`config.mk`:
```
export PLATFORM = sky130hd
export DESIGN_NAME = spi_master
export DESIGN_NICKNAME = d
export VERILOG_FILES = /design/src/rtl/spi_master.sv
export SDC_FILE = /design/constraint.sdc
export NUM_CORES = 1
export LEC_CHECK = 0
export BUFFER_PORTS_ARGS = -buffer_cell sky130_fd_sc_hd__buf_2
export CAP_MARGIN = 40
export CORE_MARGIN = 4
export CORE_UTILIZATION = 50
export CTS_CLUSTER_SIZE = 25
export DETAILED_ROUTE_END_ITERATION = 12
export GPL_ROUTABILITY_DRIVEN = 0
export PLACE_DENSITY = 0.73
export SYNTH_ARGS = -nofsm -noshare
export SYNTH_HDL_FRONTEND = slang
export SYNTH_SLANG_ARGS = --single-unit
```
`constraint.sdc`:
```
create_clock -name clk -period 2.45 [get_ports clk]
set_clock_uncertainty 0.1 [all_clocks]
set_input_delay 0.245 -clock clk [delete_from_list [all_inputs] [get_ports clk]]
set_output_delay 0.245 -clock clk [all_outputs]
set_load 0.05 [all_outputs]
```
`src/rtl/spi_master.sv`:
```
// rtl/spi_master.sv - SPI mode-0 master shifting one DATA_W-bit frame per accepted start
// Define SPI_MASTER_LSB_FIRST_EN to shift LSB first; frame timing is identical in both builds.
module spi_master #(
  parameter int CLK_DIV = 2,
  parameter int DATA_W  = 8
) (
  input  logic              clk,
  input  logic              rst,
  input  logic              start,
  input  logic [DATA_W-1:0] data_in,
  input  logic              miso,
  output logic              ss,
  output logic              sclk,
  output logic              mosi,
  output logic [DATA_W-1:0] data_out,
  output logic              busy,
  output logic              done
);

  localparam logic [2:0] S_IDLE  = 3'd0;
  localparam logic [2:0] S_SETUP = 3'd1;
  localparam logic [2:0] S_SHIFT = 3'd2;
  localparam logic [2:0] S_HOLD  = 3'd3;
  localparam logic [2:0] S_DONE  = 3'd4;

  localparam int DIV_W = (CLK_DIV > 1) ? $clog2(CLK_DIV) : 1;
  localparam int BIT_W = $clog2(DATA_W) + 1;
  localparam logic [DIV_W-1:0] DIV_LAST = DIV_W'(CLK_DIV - 1);
  localparam logic [BIT_W-1:0] BIT_LAST = BIT_W'(DATA_W);

  logic [2:0]        state_q, state_d;
  logic [DIV_W-1:0]  div_q, div_d;
  logic [BIT_W-1:0]  bit_q, bit_d;
  logic [DATA_W-1:0] tx_q, tx_d;
  logic [DATA_W-1:0] rx_q, rx_d;
  logic [DATA_W-1:0] dout_q, dout_d;
  logic              ss_q, ss_d;
  logic              sclk_q, sclk_d;
  logic              busy_q, busy_d;
  logic              done_q, done_d;
  logic [DATA_W-1:0] tx_shift, rx_shift;
  logic              tick;

  // mosi is taken straight from the tx register end bit, so it is a flop output
`ifdef SPI_MASTER_LSB_FIRST_EN
  assign tx_shift = {1'b0, tx_q[DATA_W-1:1]};
  assign rx_shift = {miso, rx_q[DATA_W-1:1]};
  assign mosi     = tx_q[0];
`else
  assign tx_shift = {tx_q[DATA_W-2:0], 1'b0};
  assign rx_shift = {rx_q[DATA_W-2:0], miso};
  assign mosi     = tx_q[DATA_W-1];
`endif

  assign tick     = (div_q == DIV_LAST);
  assign ss       = ss_q;
  assign sclk     = sclk_q;
  assign busy     = busy_q;
  assign done     = done_q;
  assign data_out = dout_q;

  always_comb begin
    state_d = state_q;
    div_d   = div_q;
    bit_d   = bit_q;
    tx_d    = tx_q;
    rx_d    = rx_q;
    dout_d  = dout_q;
    ss_d    = ss_q;
    sclk_d  = sclk_q;
    busy_d  = busy_q;
    done_d  = 1'b0;

    if (state_q == S_SETUP || state_q == S_SHIFT || state_q == S_HOLD) begin
      div_d = tick ? '0 : div_q + DIV_W'(1);
    end

    case (state_q)
      S_IDLE: begin
        if (start) begin
          state_d = S_SETUP;
          tx_d    = data_in;
          ss_d    = 1'b0;
          busy_d  = 1'b1;
          div_d   = '0;
          bit_d   = '0;
        end
      end
      S_SETUP: begin
        if (tick) state_d = S_SHIFT;
      end
      S_SHIFT: begin
        if (tick) begin
          sclk_d = ~sclk_q;
          if (!sclk_q) begin
            rx_d  = rx_shift;
            bit_d = bit_q + BIT_W'(1);
          end else if (bit_q == BIT_LAST) begin
            // final falling edge: mosi keeps its last bit
            state_d = S_HOLD;
          end else begin
            tx_d = tx_shift;
          end
        end
      end
      S_HOLD: begin
        if (tick) state_d = S_DONE;
      end
      S_DONE: begin
        state_d = S_IDLE;
        ss_d    = 1'b1;
        busy_d  = 1'b0;
        done_d  = 1'b1;
        dout_d  = rx_q;
      end
      default: state_d = S_IDLE;
    endcase
  end

  always_ff @(posedge clk or negedge rst) begin
    if (!rst) begin
      state_q <= S_IDLE;
      div_q   <= '0;
      bit_q   <= '0;
      tx_q    <= '0;
      rx_q    <= '0;
      dout_q  <= '0;
      ss_q    <= 1'b1;
      sclk_q  <= 1'b0;
      busy_q  <= 1'b0;
      done_q  <= 1'b0;
    end else begin
      state_q <= state_d;
      div_q   <= div_d;
      bit_q   <= bit_d;
      tx_q    <= tx_d;
      rx_q    <= rx_d;
      dout_q  <= dout_d;
      ss_q    <= ss_d;
      sclk_q  <= sclk_d;
      busy_q  <= busy_d;
      done_q  <= done_d;
    end
  end

endmodule
```
# Word level (Yosys, flattened, before mapping)
# Cells that the tools add are included.
[totals]
register_bits = 36
in_bits = 12
out_inout_bits = 13
wordCells = 62
[classes]
addsub = 2
n_eq_ne = 13
mux = 25
bitwise_logic = 1
n_reduce_logical = 11
[op_table]
columns = ["operator", "count"]
rows = [
  ["8-bit two-way mux", 4],
  ["3-bit two-way mux", 6],
  ["8-bit case mux with 2 select lines", 1],
  ["2-bit != test, second input constant", 7],
  ["4-bit two-way mux", 3],
  ["3-bit case mux with 4 select lines", 1],
  ["4-bit case mux with 2 select lines", 1],
  ["1-bit two-way mux", 7],
  ["3-bit by 2-bit == test with 1-bit output, second input constant", 2],
  ["6-bit AND reduction", 1],
  ["5-bit AND reduction", 1],
  ["4-bit by 1-bit adder with 4-bit output, second input constant", 1],
  ["4-bit == test, second input constant", 1],
  ["1-bit case mux with 2 select lines", 2],
  ["2-bit AND reduction", 2],
  ["4-bit AND reduction", 1],
  ["2-bit nonzero test", 2],
  ["3-bit by 1-bit == test with 1-bit output, second input constant", 1],
  ["3-bit == test, second input constant", 1],
  ["3-bit zero test", 1],
  ["3-bit AND reduction", 1],
  ["1-bit logical OR", 2],
  ["2-bit by 1-bit != test with 1-bit output, second input constant", 1],
  ["1-bit adder, second input constant", 1],
  ["1-bit NOT", 1],
]

# Logic depth before layout (Yosys ltp)
# Gate-level depths: netlist of run 1.
[logic_depth]
word_depth = 6
mapped_depth = 5
mapped_depth_nobuf = 5

# Least setup slack after synthesis of run 1
# OpenSTA, ideal clock, no wires.
[synth_timing]
kind = "reg-to-reg"
from = "register sclk_q (netlist: sclk)"
to = "register tx_q[0]"
setup_ps = 125
arrival_time_ps = 1673
t_required_ps = 2225
slack_ps = 552
path_stages_with_launch = 4
path_buffers = 0
synth_period_minus_slack_ps = 1898
path_cell_list = "dfrtp_1 -> nand3_1 -> a211oi_4 -> mux2_2"
[synth_between]
elab_chain_cells = 2
[synth_rtl]
columns = ["element", "line", "source"]
rows = [
  ["start: declaration", "38", "logic sclk_q, sclk_d;"],
  ["start signal: assignment", "140", "sclk_q <= sclk_d;"],
  ["2-bit != test (no line)", "--", ""],
  ["5-bit AND reduction (no line)", "--", ""],
  ["end signal: assignment", "136", "tx_q <= tx_d;"],
  ["end: declaration", "34", "logic [DATA_W-1:0] tx_q, tx_d;"],
]
# Every way passes these cells.
# A chain may end at the register's enable or synchronous reset.

# Worst setup path after layout of run 1
[layout_timing]
from = "register state_q[1]"
to = "register tx_q[7]"
[layout_between]
elab_chain_cells = 3
elab_cells_between_ends = 9
cone_classes = "5 x eq/ne; 1 x mux; 3 x reduce/logical"
[layout_rtl]
columns = ["element", "line", "source"]
rows = [
  ["start: declaration", "31", "logic [2:0] state_q, state_d;"],
  ["start signal: assignment", "133", "state_q <= state_d;"],
  ["3-bit by 2-bit == test with 1-bit output / 3-bit zero test (equally long branches)", "78", "case (state_q)"],
  ["2-bit != test (no line) / 2-bit nonzero test (equally long branches)", "--", ""],
  ["5-bit AND reduction (no line)", "--", ""],
]
# Parallel ways exist; a longest one is shown, timed or not.

==> impl_results.html, run 1 <==
<table>
<tr><th>Metric</th><th>Value</th></tr>
<tr><th colspan="2">Status</th></tr>
<tr><td>Status</td><td>complete, no violations</td></tr>
<tr><th colspan="2">CTS</th></tr>
<tr><td>Number of clock buffers inserted by TritonCTS</td><td>5</td></tr>
<tr><td>Cts repair resizes</td><td>0</td></tr>
<tr><td># clock sinks</td><td>36</td></tr>
<tr><td>Clock slew seen by the registers of the worst setup and hold paths</td><td>0.10 ns</td></tr>
<tr><td>Buffers inserted during post-CTS setup optimization</td><td>0</td></tr>
<tr><td>Worst-Skew Late Latency</td><td>between 0.3 and 0.4 ns</td></tr>
<tr><td>TritonCTS clock tree</td><td>built</td></tr>
<tr><td>Root buffer cell</td><td>clkbuf_4</td></tr>
<tr><td>Maximum number of buffers from clock root to sink</td><td>2</td></tr>
<tr><td>Number of levels in the clock H-tree</td><td>2</td></tr>
<tr><th colspan="2">STA</th></tr>
<tr><td>Slew of the pin with the lowest slew margin</td><td>0.7612 ns</td></tr>
<tr><td>Worst slew margin relative to its limit</td><td>49.25%</td></tr>
<tr><td>Minimum clock period</td><td>approximately 2.0 ns</td></tr>
<tr><td>Number of failing setup endpoints in the final timing report</td><td>0</td></tr>
<tr><td>Aggregate negative setup slack</td><td>0 ns</td></tr>
<tr><td>Final Hold Viols</td><td>0</td></tr>
<tr><td>Tcrit/Tclk final</td><td>83.03%</td></tr>
<tr><td>Unrepaired setup endpoints after global routing</td><td>false</td></tr>
<tr><td>Setup slack of the critical path after layout</td><td>0.4158 ns</td></tr>
<tr><td>Number of pins with negative max-slew slack in the final report</td><td>0</td></tr>
<tr><td>Max Fclk</td><td>491.6 MHz</td></tr>
<tr><th colspan="2">Finish</th></tr>
<tr><td>Final net count</td><td>165</td></tr>
<tr><td>Fraction of layout instances using a drive strength above 1</td><td>44.08%</td></tr>
<tr><td>Area of the multi-input gates</td><td>between 600 and 700 um2</td></tr>
<tr><td>Flip-flop and latch area</td><td>902.1 um2</td></tr>
<tr><td>Number of fillers in the final layout</td><td>274</td></tr>
<tr><td>Layout overhead on the synthesized area</td><td>12.41%</td></tr>
<tr><td>Antenna Diode Count</td><td>0</td></tr>
<tr><th colspan="2">Setup path</th></tr>
<tr><td>Data arrival time of the critical path</td><td>2.17 ns</td></tr>
<tr><td>CP Max Fanout</td><td>14</td></tr>
<tr><td>Setup slack on the worst flop-to-flop path</td><td>0.42 ns</td></tr>
<tr><td>Critical path startpoint category</td><td>register</td></tr>
<tr><td>Crit end category</td><td>register</td></tr>
<tr><td>Worst flop-to-flop path endpoint</td><td>tx_q[7]</td></tr>
<tr><td>Data required, critical path</td><td>around 2.6 ns</td></tr>
<tr><td>Startpoint of the worst register-to-register path</td><td>state_q[1]</td></tr>
<tr><td>R2r worst-path depth</td><td>3</td></tr>
<tr><td>Kind of critical path</td><td>register to register</td></tr>
<tr><th colspan="2">Synthesis</th></tr>
<tr><td>Synthesized-area fraction occupied by adder cells</td><td>1.523%</td></tr>
<tr><td>Count leader, synth</td><td>dfrtp_1</td></tr>
<tr><td>Synth warnings</td><td>0</td></tr>
<tr><td>Number of register bits inferred by synthesis</td><td>36</td></tr>
<tr><td>Combined area of all synthesized cells</td><td>1643 um2</td></tr>
<tr><td>Cell accounting for the most synthesized area</td><td>dfrtp_1</td></tr>
<tr><td>Syn Nets</td><td>139</td></tr>
<tr><td>Async set-or-reset flop fraction in the synthesized netlist</td><td>100.0%</td></tr>
<tr><td>Dominant synthesized flop cell</td><td>dfrtp_1</td></tr>
<tr><td>Post-synthesis xor/xnor area fraction</td><td>0.5331%</td></tr>
<tr><td>Number of flops mapped to enable cells by yosys</td><td>0</td></tr>
<tr><td>Compound-Gate Fraction of Synth Area</td><td>6.550%</td></tr>
<tr><td>Synthesized netlist cell count</td><td>~130</td></tr>
<tr><td>Syn avg cell area</td><td>13.14 um2</td></tr>
<tr><td>Largest cells by area after synthesis</td><td>dfrtp_1 (53%), mux2_2 (21%), nand2_1 (2.1%)</td></tr>
<tr><td>Count of distinct cell types in the synthesized netlist</td><td>37</td></tr>
<tr><td>Mux cell area share after synthesis</td><td>21.86%</td></tr>
<tr><td>Synth top area share</td><td>53.31%</td></tr>
<tr><td>Proportion of synthesized chip area in sequential cells</td><td>a little over half</td></tr>
<tr><td>Combinational family with the most area after synthesis</td><td>multiplexers</td></tr>
<tr><td>Top cells by instance count after synthesis</td><td>dfrtp_1 (35), mux2_2 (31), nand2_1 (9)</td></tr>
<tr><td>Simple logic cell fraction of the synthesized area</td><td>11.27%</td></tr>
<tr><th colspan="2">Min path</th></tr>
<tr><td>Hold wc startpoint</td><td>miso</td></tr>
<tr><td>End of the worst hold path</td><td>rx_q[0]</td></tr>
<tr><td>Cell depth of the worst min-delay path</td><td>2</td></tr>
<tr><td>Kind of path behind the tightest hold check</td><td>input pin to register</td></tr>
<tr><th colspan="2">Power</th></tr>
<tr><td>Power spent charging and discharging nets</td><td>993.7 uW</td></tr>
<tr><td>Sw frac</td><td>between 40 and 50%</td></tr>
<tr><td>IR Drop Worst-Case VDD</td><td>701.8 uV</td></tr>
<tr><td>Internal power summed over all cells</td><td>1.448 mW</td></tr>
<tr><td>Power density normalized to cell area</td><td>1322 nW/um2</td></tr>
<tr><td>Reported leakage power</td><td>0.8734 nW</td></tr>
<tr><td>Clk network pwr share</td><td>13.5%</td></tr>
<tr><td>Portion of total power attributed to sequential cells</td><td>43.7%</td></tr>
<tr><td>Combinational share of power</td><td>between 40% and 50%</td></tr>
<tr><th colspan="2">Die</th></tr>
<tr><td>Die Width</td><td>around 65 um</td></tr>
<tr><td>Row count</td><td>20</td></tr>
<tr><td>Area enclosed by the die boundary</td><td>4267 um2</td></tr>
<tr><td>Die extent in y</td><td>between 60 and 70 um</td></tr>
<tr><td>Core ar.</td><td>3103 um2</td></tr>
<tr><td>Number of top-level pins</td><td>25</td></tr>
<tr><td>Initial core utilization</td><td>52.94%</td></tr>
<tr><th colspan="2">Global route</th></tr>
<tr><td>Via count of the first global-routing pass</td><td>1,152</td></tr>
<tr><td>Number of antenna violations at the first check in global routing</td><td>0</td></tr>
<tr><td>Total congestion overflow</td><td>0</td></tr>
<tr><td>First-pass GRT wire length</td><td>5.016 mm</td></tr>
<tr><td>Pin count of the biggest net entering global routing</td><td>37</td></tr>
<tr><td>Overall track demand over capacity in global routing</td><td>15.35%</td></tr>
<tr><th colspan="2">Routing</th></tr>
<tr><td>DRC errors left</td><td>0</td></tr>
<tr><td>Top layer used by detailed routing</td><td>met4</td></tr>
<tr><td>Routed Wire Length</td><td>2.713 mm</td></tr>
<tr><td>Routed len/inst</td><td>13.84 um</td></tr>
<tr><td>Total length of routed met2 wires</td><td>1.337 mm</td></tr>
<tr><td>Total routed wire length on the met1 layer</td><td>between 1 and 1.5 mm</td></tr>
<tr><td>Initial DRC count</td><td>51</td></tr>
<tr><td>Total length of routed met3 wires</td><td>roughly 130 um</td></tr>
<tr><td>Antenna Violating Nets Remaining</td><td>0</td></tr>
<tr><td>DRT Pass-1 Iters</td><td>4</td></tr>
<tr><td>Post-DR vias/cell</td><td>5.357</td></tr>
<tr><td>Via count</td><td>1,050</td></tr>
<tr><th colspan="2">Place</th></tr>
<tr><td>Pre-CTS setup slack</td><td>0.4100 ns</td></tr>
<tr><td>HPWL after DPL</td><td>1.958 mm</td></tr>
<tr><td>Port buffer count</td><td>24</td></tr>
<tr><th colspan="2">Run</th></tr>
<tr><td>Number of max-cap violations</td><td>0</td></tr>
</table>
-- cell families (layout without fill, tap and decap cells) --
family	after synthesis	count (layout)
multiplexers	32	32
AO/OA/AOI/OAI	13	13
adder cells (fa/ha/maj)	2	2
buffers and inverters	9	36
AND/OR/NAND/NOR	32	32
flip-flops	36	36
XOR/XNOR	1	1
-- power by group through the flow --
stage / Clock, mW / Sequential (mW) / Combinational, mW
floorplan: 0 / 1.24 / 0.694
global placement: 0 / 1.06 / 1.01
detailed placement: 0 / 1.08 / 1.06
CTS: 0.344 / 1.07 / 1.06
global route: 0.370 / 1.12 / 1.15
finish: 0.330 / 1.07 / 1.04
-- critical path, stage by stage (launching register included) --
cell and delay, ns:
dfrtp_1 0.58, nor3b_2 0.59, mux2_2 0.41, mux2_2 0.26
-- cells in the final DEF (no fill, tap or decap), types with 2 or more instances in the layout --
| master | count |
|---|---|
| clkbuf_4 | 5 |
| nor2_1 | 5 |
| dfrtp_1 | 35 |
| o311ai_0 | 3 |
| buf_2 | 24 |
| mux2_2 | 31 |
| inv_1 | 3 |
| nand3_1 | 3 |
| ha_1 | 2 |
| nand2_1 | 9 |
| nand3b_1 | 2 |
| o21ai_0 | 3 |
-- layer usage --
layer,GRT usage [%],up-vias
li1,-,498
met1,17.98,522
met4,5.959,0
met2,26.04,26
met5,0,-
met3,4.957,4
-- per-stage QoR --
step                      power (mW)  cell area, um2  std cells  utilization [%]  hold WS (ns)
after global routing           2.641            1847        196            59.52       0.02716
after CTS                      2.471            1847        196            59.52       0.02428
after floorplan                1.930            1643        125                -       -0.1506
after detailed placement       2.135            1774        187            57.18        0.2639
final                          2.441            1847        196            59.52       0.04142
after global placement         2.072            1774        187            57.18        0.2575
-- worst max path at each step --
stage	end	slack (ns)	startpoint	cells past startpoint
floorplan	tx_q[0]	0.55	sclk	3
global placement	tx_q[2]	0.50	state_q[1]	3
detailed placement	tx_q[7]	0.41	state_q[1]	3
CTS	tx_q[7]	0.40	state_q[1]	3
global route	tx_q[7]	0.27	state_q[1]	3
finish	tx_q[7]	0.42	state_q[1]	3
-- final cells by class --
cell class | count | area share [%]
clock buffer | 7 | 2.981
sequential | 36 | 48.85
inverter | 3 | 0.6098
clock inverter | 1 | 0.4065
tap | 44 | 2.981
multi-input combinational | 80 | 37.13
timing repair buffer | 25 | 7.046
-- registers in the layout, summed over array words and instances, names as in the netlist --
signal    count
busy          1
rx_q          8
ss            1
state_q       3
div_q         1
done          1
sclk          1
bit_q         4
tx_q          8
data_out      8
-- repair_timing --
item                                   CTS  global route
hold buffers                             1             0
endpoints found under the hold margin   35             0
setup endpoints to repair                0             0
(Power assumes the default switching activity.)
==> inputs of run 2 (changes only) <==
ABC_AREA = 1   (was not set)
PLACE_DENSITY = 0.72   (was 0.73)
clock period = 1.9 ns   (was 2.45 ns; I/O delays follow)
==> run 2 against run 1 <==
  * Critical path depth increased by 3
  * Clock power increased by 31%
  * Maximum frequency increased by 29%
  * Critical endpoint is now state_q[0]
  * Combinational power increased by 48%
  * Global-route usage increased by 1.5 points
==> impl_results.html, run 2 <==
<table>
<tr><th>Metric</th><th>Value</th></tr>
<tr><th colspan="2">Status</th></tr>
<tr><td>Status</td><td>complete, no violations</td></tr>
<tr><th colspan="2">Global route</th></tr>
<tr><td>Pin count of the biggest net entering global routing</td><td>37</td></tr>
<tr><td>Overall track demand over capacity in global routing</td><td>16.80%</td></tr>
<tr><td>Total congestion overflow</td><td>0</td></tr>
<tr><td>Via count of the first global-routing pass</td><td>1,284</td></tr>
<tr><td>Number of antenna violations at the first check in global routing</td><td>0</td></tr>
<tr><td>First-pass GRT wire length</td><td>5.602 mm</td></tr>
<tr><th colspan="2">Routing</th></tr>
<tr><td>DRC errors left</td><td>0</td></tr>
<tr><td>Routed Wire Length</td><td>approximately 3.3 mm</td></tr>
<tr><td>Via count</td><td>1,386</td></tr>
<tr><td>DRT Pass-1 Iters</td><td>5</td></tr>
<tr><td>Initial DRC count</td><td>59</td></tr>
<tr><td>Post-DR vias/cell</td><td>between 4 and 5</td></tr>
<tr><td>Routed len/inst</td><td>11.62 um</td></tr>
<tr><td>Antenna Violating Nets Remaining</td><td>0</td></tr>
<tr><th colspan="2">CTS</th></tr>
<tr><td>Root buffer cell</td><td>clkbuf_4</td></tr>
<tr><td>Number of clock buffers inserted by TritonCTS</td><td>5</td></tr>
<tr><td>Maximum number of buffers from clock root to sink</td><td>2</td></tr>
<tr><td>TritonCTS clock tree</td><td>built</td></tr>
<tr><td>Number of levels in the clock H-tree</td><td>2</td></tr>
<tr><td># clock sinks</td><td>36</td></tr>
<tr><td>Worst-Skew Late Latency</td><td>0.34 ns</td></tr>
<tr><td>Cts repair resizes</td><td>0</td></tr>
<tr><td>Clock slew seen by the registers of the worst setup and hold paths</td><td>0.11 ns</td></tr>
<tr><th colspan="2">STA</th></tr>
<tr><td>Tcrit/Tclk final</td><td>82.87%</td></tr>
<tr><td>Max Fclk</td><td>635.1 MHz</td></tr>
<tr><td>Number of failing setup endpoints in the final timing report</td><td>0</td></tr>
<tr><td>Minimum clock period</td><td>1.575 ns</td></tr>
<tr><td>Setup slack of the critical path after layout</td><td>0.3255 ns</td></tr>
<tr><td>Aggregate negative setup slack</td><td>0 ns</td></tr>
<tr><td>Number of pins with negative max-slew slack in the final report</td><td>0</td></tr>
<tr><td>Unrepaired setup endpoints after global routing</td><td>false</td></tr>
<tr><td>Slew of the pin with the lowest slew margin</td><td>between 0.5 and 0.6 ns</td></tr>
<tr><td>Worst slew margin relative to its limit</td><td>65.81%</td></tr>
<tr><td>Final Hold Viols</td><td>0</td></tr>
<tr><th colspan="2">Place</th></tr>
<tr><td>Placed instance area</td><td>1904 um2</td></tr>
<tr><td>Port buffer count</td><td>24</td></tr>
<tr><td>Pre-CTS setup slack</td><td>0.3601 ns</td></tr>
<tr><td>HPWL after DPL</td><td>2.315 mm</td></tr>
<tr><th colspan="2">Power</th></tr>
<tr><td>Reported leakage power</td><td>around 1.1 nW</td></tr>
<tr><td>Combinational share of power</td><td>between 40% and 50%</td></tr>
<tr><td>Sw frac</td><td>48.25%</td></tr>
<tr><td>Power density normalized to cell area</td><td>1599 nW/um2</td></tr>
<tr><td>Internal power summed over all cells</td><td>~1.7 mW</td></tr>
<tr><td>Portion of total power attributed to sequential cells</td><td>a little under two fifths</td></tr>
<tr><td>Clk network pwr share</td><td>13.6%</td></tr>
<tr><td>Total power</td><td>between 3 and 4 mW</td></tr>
<tr><td>Power spent charging and discharging nets</td><td>about 1.5 mW</td></tr>
<tr><td>IR Drop Worst-Case VDD</td><td>823.7 uV</td></tr>
<tr><th colspan="2">Die</th></tr>
<tr><td>Die extent in y</td><td>around 67 um</td></tr>
<tr><td>Die Width</td><td>66.94 um</td></tr>
<tr><td>Row count</td><td>21</td></tr>
<tr><td>Core ar.</td><td>3337 um2</td></tr>
<tr><td>Initial core utilization</td><td>52.04%</td></tr>
<tr><td>Number of top-level pins</td><td>25</td></tr>
<tr><td>Area enclosed by the die boundary</td><td>4480 um2</td></tr>
<tr><th colspan="2">Setup path</th></tr>
<tr><td>Critical path startpoint category</td><td>register</td></tr>
<tr><td>Setup slack on the worst flop-to-flop path</td><td>0.33 ns</td></tr>
<tr><td>Crit end category</td><td>register</td></tr>
<tr><td>R2r worst-path depth</td><td>6</td></tr>
<tr><td>Data arrival time of the critical path</td><td>1.71 ns</td></tr>
<tr><td>Data required, critical path</td><td>2.03 ns</td></tr>
<tr><td>CP Max Fanout</td><td>15</td></tr>
<tr><td>Kind of critical path</td><td>register to register</td></tr>
<tr><th colspan="2">Synthesis</th></tr>
<tr><td>Syn avg cell area</td><td>8.430 um2</td></tr>
<tr><td>Number of flops mapped to enable cells by yosys</td><td>0</td></tr>
<tr><td>Count leader, synth</td><td>nand2_1</td></tr>
<tr><td>Cell accounting for the most synthesized area</td><td>dfrtp_1</td></tr>
<tr><td>Proportion of synthesized chip area in sequential cells</td><td>roughly half</td></tr>
<tr><td>Top cells by instance count after synthesis</td><td>nand2_1 (80), dfrtp_1 (35), inv_1 (21)</td></tr>
<tr><td>Combined area of all synthesized cells</td><td>1737 um2</td></tr>
<tr><td>Synth warnings</td><td>0</td></tr>
<tr><td>Synth top area share</td><td>50.43%</td></tr>
<tr><td>Syn Nets</td><td>between 200 and 250</td></tr>
<tr><td>Synthesized netlist cell count</td><td>206</td></tr>
<tr><td>Async set-or-reset flop fraction in the synthesized netlist</td><td>100.0%</td></tr>
<tr><td>Largest cells by area after synthesis</td><td>dfrtp_1 (50%), nand2_1 (17%), nand3_1 (5.2%)</td></tr>
<tr><td>Dominant synthesized flop cell</td><td>dfrtp_1</td></tr>
<tr><td>Number of register bits inferred by synthesis</td><td>36</td></tr>
<tr><td>Count of distinct cell types in the synthesized netlist</td><td>25</td></tr>
<tr><th colspan="2">Min path</th></tr>
<tr><td>Cell depth of the worst min-delay path</td><td>5</td></tr>
<tr><td>Kind of path behind the tightest hold check</td><td>input pin to register</td></tr>
<tr><th colspan="2">Finish</th></tr>
<tr><td>Number of fillers in the final layout</td><td>321</td></tr>
<tr><td>Fraction of the core area covered by cells at the end of the flow</td><td>59.81%</td></tr>
<tr><td>Fraction of layout instances using a drive strength above 1</td><td>23.01%</td></tr>
<tr><td>Layout overhead on the synthesized area</td><td>14.91%</td></tr>
<tr><td>Antenna Diode Count</td><td>0</td></tr>
<tr><td>Post-route cell area</td><td>about 2000 um2</td></tr>
<tr><td>Commonest non-fill, non-tap cells in the layout</td><td>nand2_1 (80), dfrtp_1 (35), buf_2 (24)</td></tr>
<tr><td>Final net count</td><td>252</td></tr>
<tr><td>Most common cell after layout, fill and taps aside</td><td>nand2_1</td></tr>
<tr><th colspan="2">Run</th></tr>
<tr><td>Number of max-cap violations</td><td>0</td></tr>
</table>
## run 2: cell count changes in the layout (fill, tap and decap cells not counted), sizes merged, moves of 2 or more
cell	previous run	this run
and3b	2	0
clkinv	0	2
dlygate4sd3	1	3
inv	3	24
mux2	31	0
nand2	9	86
nand3	3	18
nand4	0	3
nor2	5	10
nor3b	2	0
o21ai	3	17
o21bai	0	2
o311ai	3	0
## run 2: repair_timing
| item | in CTS | in global routing |
|---|---|---|
| hold buffers | 3 | 0 |
| setup buffers | 0 | 0 |
| hold endpoints to repair | 38 | 0 |
## run 2: layer usage
metal | track usage [%] | share of wire (%) | up-vias
li1 | - | - | 712
met3 | 5.734 | 5.1 | 5
met2 | 26.98 | 47 | 28
met1 | 21.15 | 46 | 641
met5 | 0 | 0 | -
met4 | 5.316 | 1.0 | 0
## run 2: area by class of cell
cell class / count / area, um2 / area share, %
Multi-Input combinational cell: 143 / 714.4 / 35.80
Tap cell: 46 / 57.56 / 2.884
Clock buffer: 6 / 51.30 / 2.571
Timing Repair Buffer: 28 / 170.2 / 8.527
Inverter: 24 / 90.09 / 4.514
Clock inverter: 2 / 10.01 / 0.5016
Sequential cell: 36 / 902.1 / 45.20
## run 2: final timing paths
check	start	to
setup / recovery	state_q[2]	state_q[0]
hold / removal	data_in[5]	tx_q[5]
setup reg to reg	state_q[2]	state_q[0]
hold reg to reg	ss	ss
max in group asynchronous	rst	ss
min in group asynchronous	rst	bit_q[0]
## run 2: kinds of logic after synthesis
| kind of cell | Yosys count | synth area share, % |
|---|---|---|
| AND/OR/NAND/NOR | 119 | 30.48 |
| flip-flops | 36 | 51.95 |
| buffers and inverters | 27 | 6.917 |
| AO/OA/AOI/OAI | 21 | 8.717 |
| adder cells (fa/ha/maj) | 2 | 1.441 |
| XOR/XNOR | 1 | 0.5044 |
## run 2: stage by stage
step / instances / hold slack (ns)
after floorplan: 206 / -0.2056
after global placement: 274 / 0.06495
after detailed placement: 274 / 0.06601
after CTS: 285 / 0.06359
after global routing: 285 / 0.07447
final: 285 / 0.07638
## run 2: power groups by stage
| stage | Combinational (mW) | Clock, mW | Sequential, mW |
|---|---|---|---|
| 6_report | 1.54 | 0.433 | 1.21 |
| 5_1_grt | 1.73 | 0.481 | 1.25 |
| 4_1_cts | 1.56 | 0.449 | 1.22 |
| 3_5_place_dp | 1.55 | 0 | 1.23 |
| 3_3_place_gp | 1.52 | 0 | 1.22 |
| 2_1_floorplan | 0.952 | 0 | 1.50 |
## run 2: worst max-delay path, cell delays in order (launching register included)
cell     delay [ns]
dfrtp_1        0.46
nor2_4         0.19
nand2_1        0.34
nor2_1         0.20
nor2_1         0.07
nand3_1        0.06
nand2_1        0.05
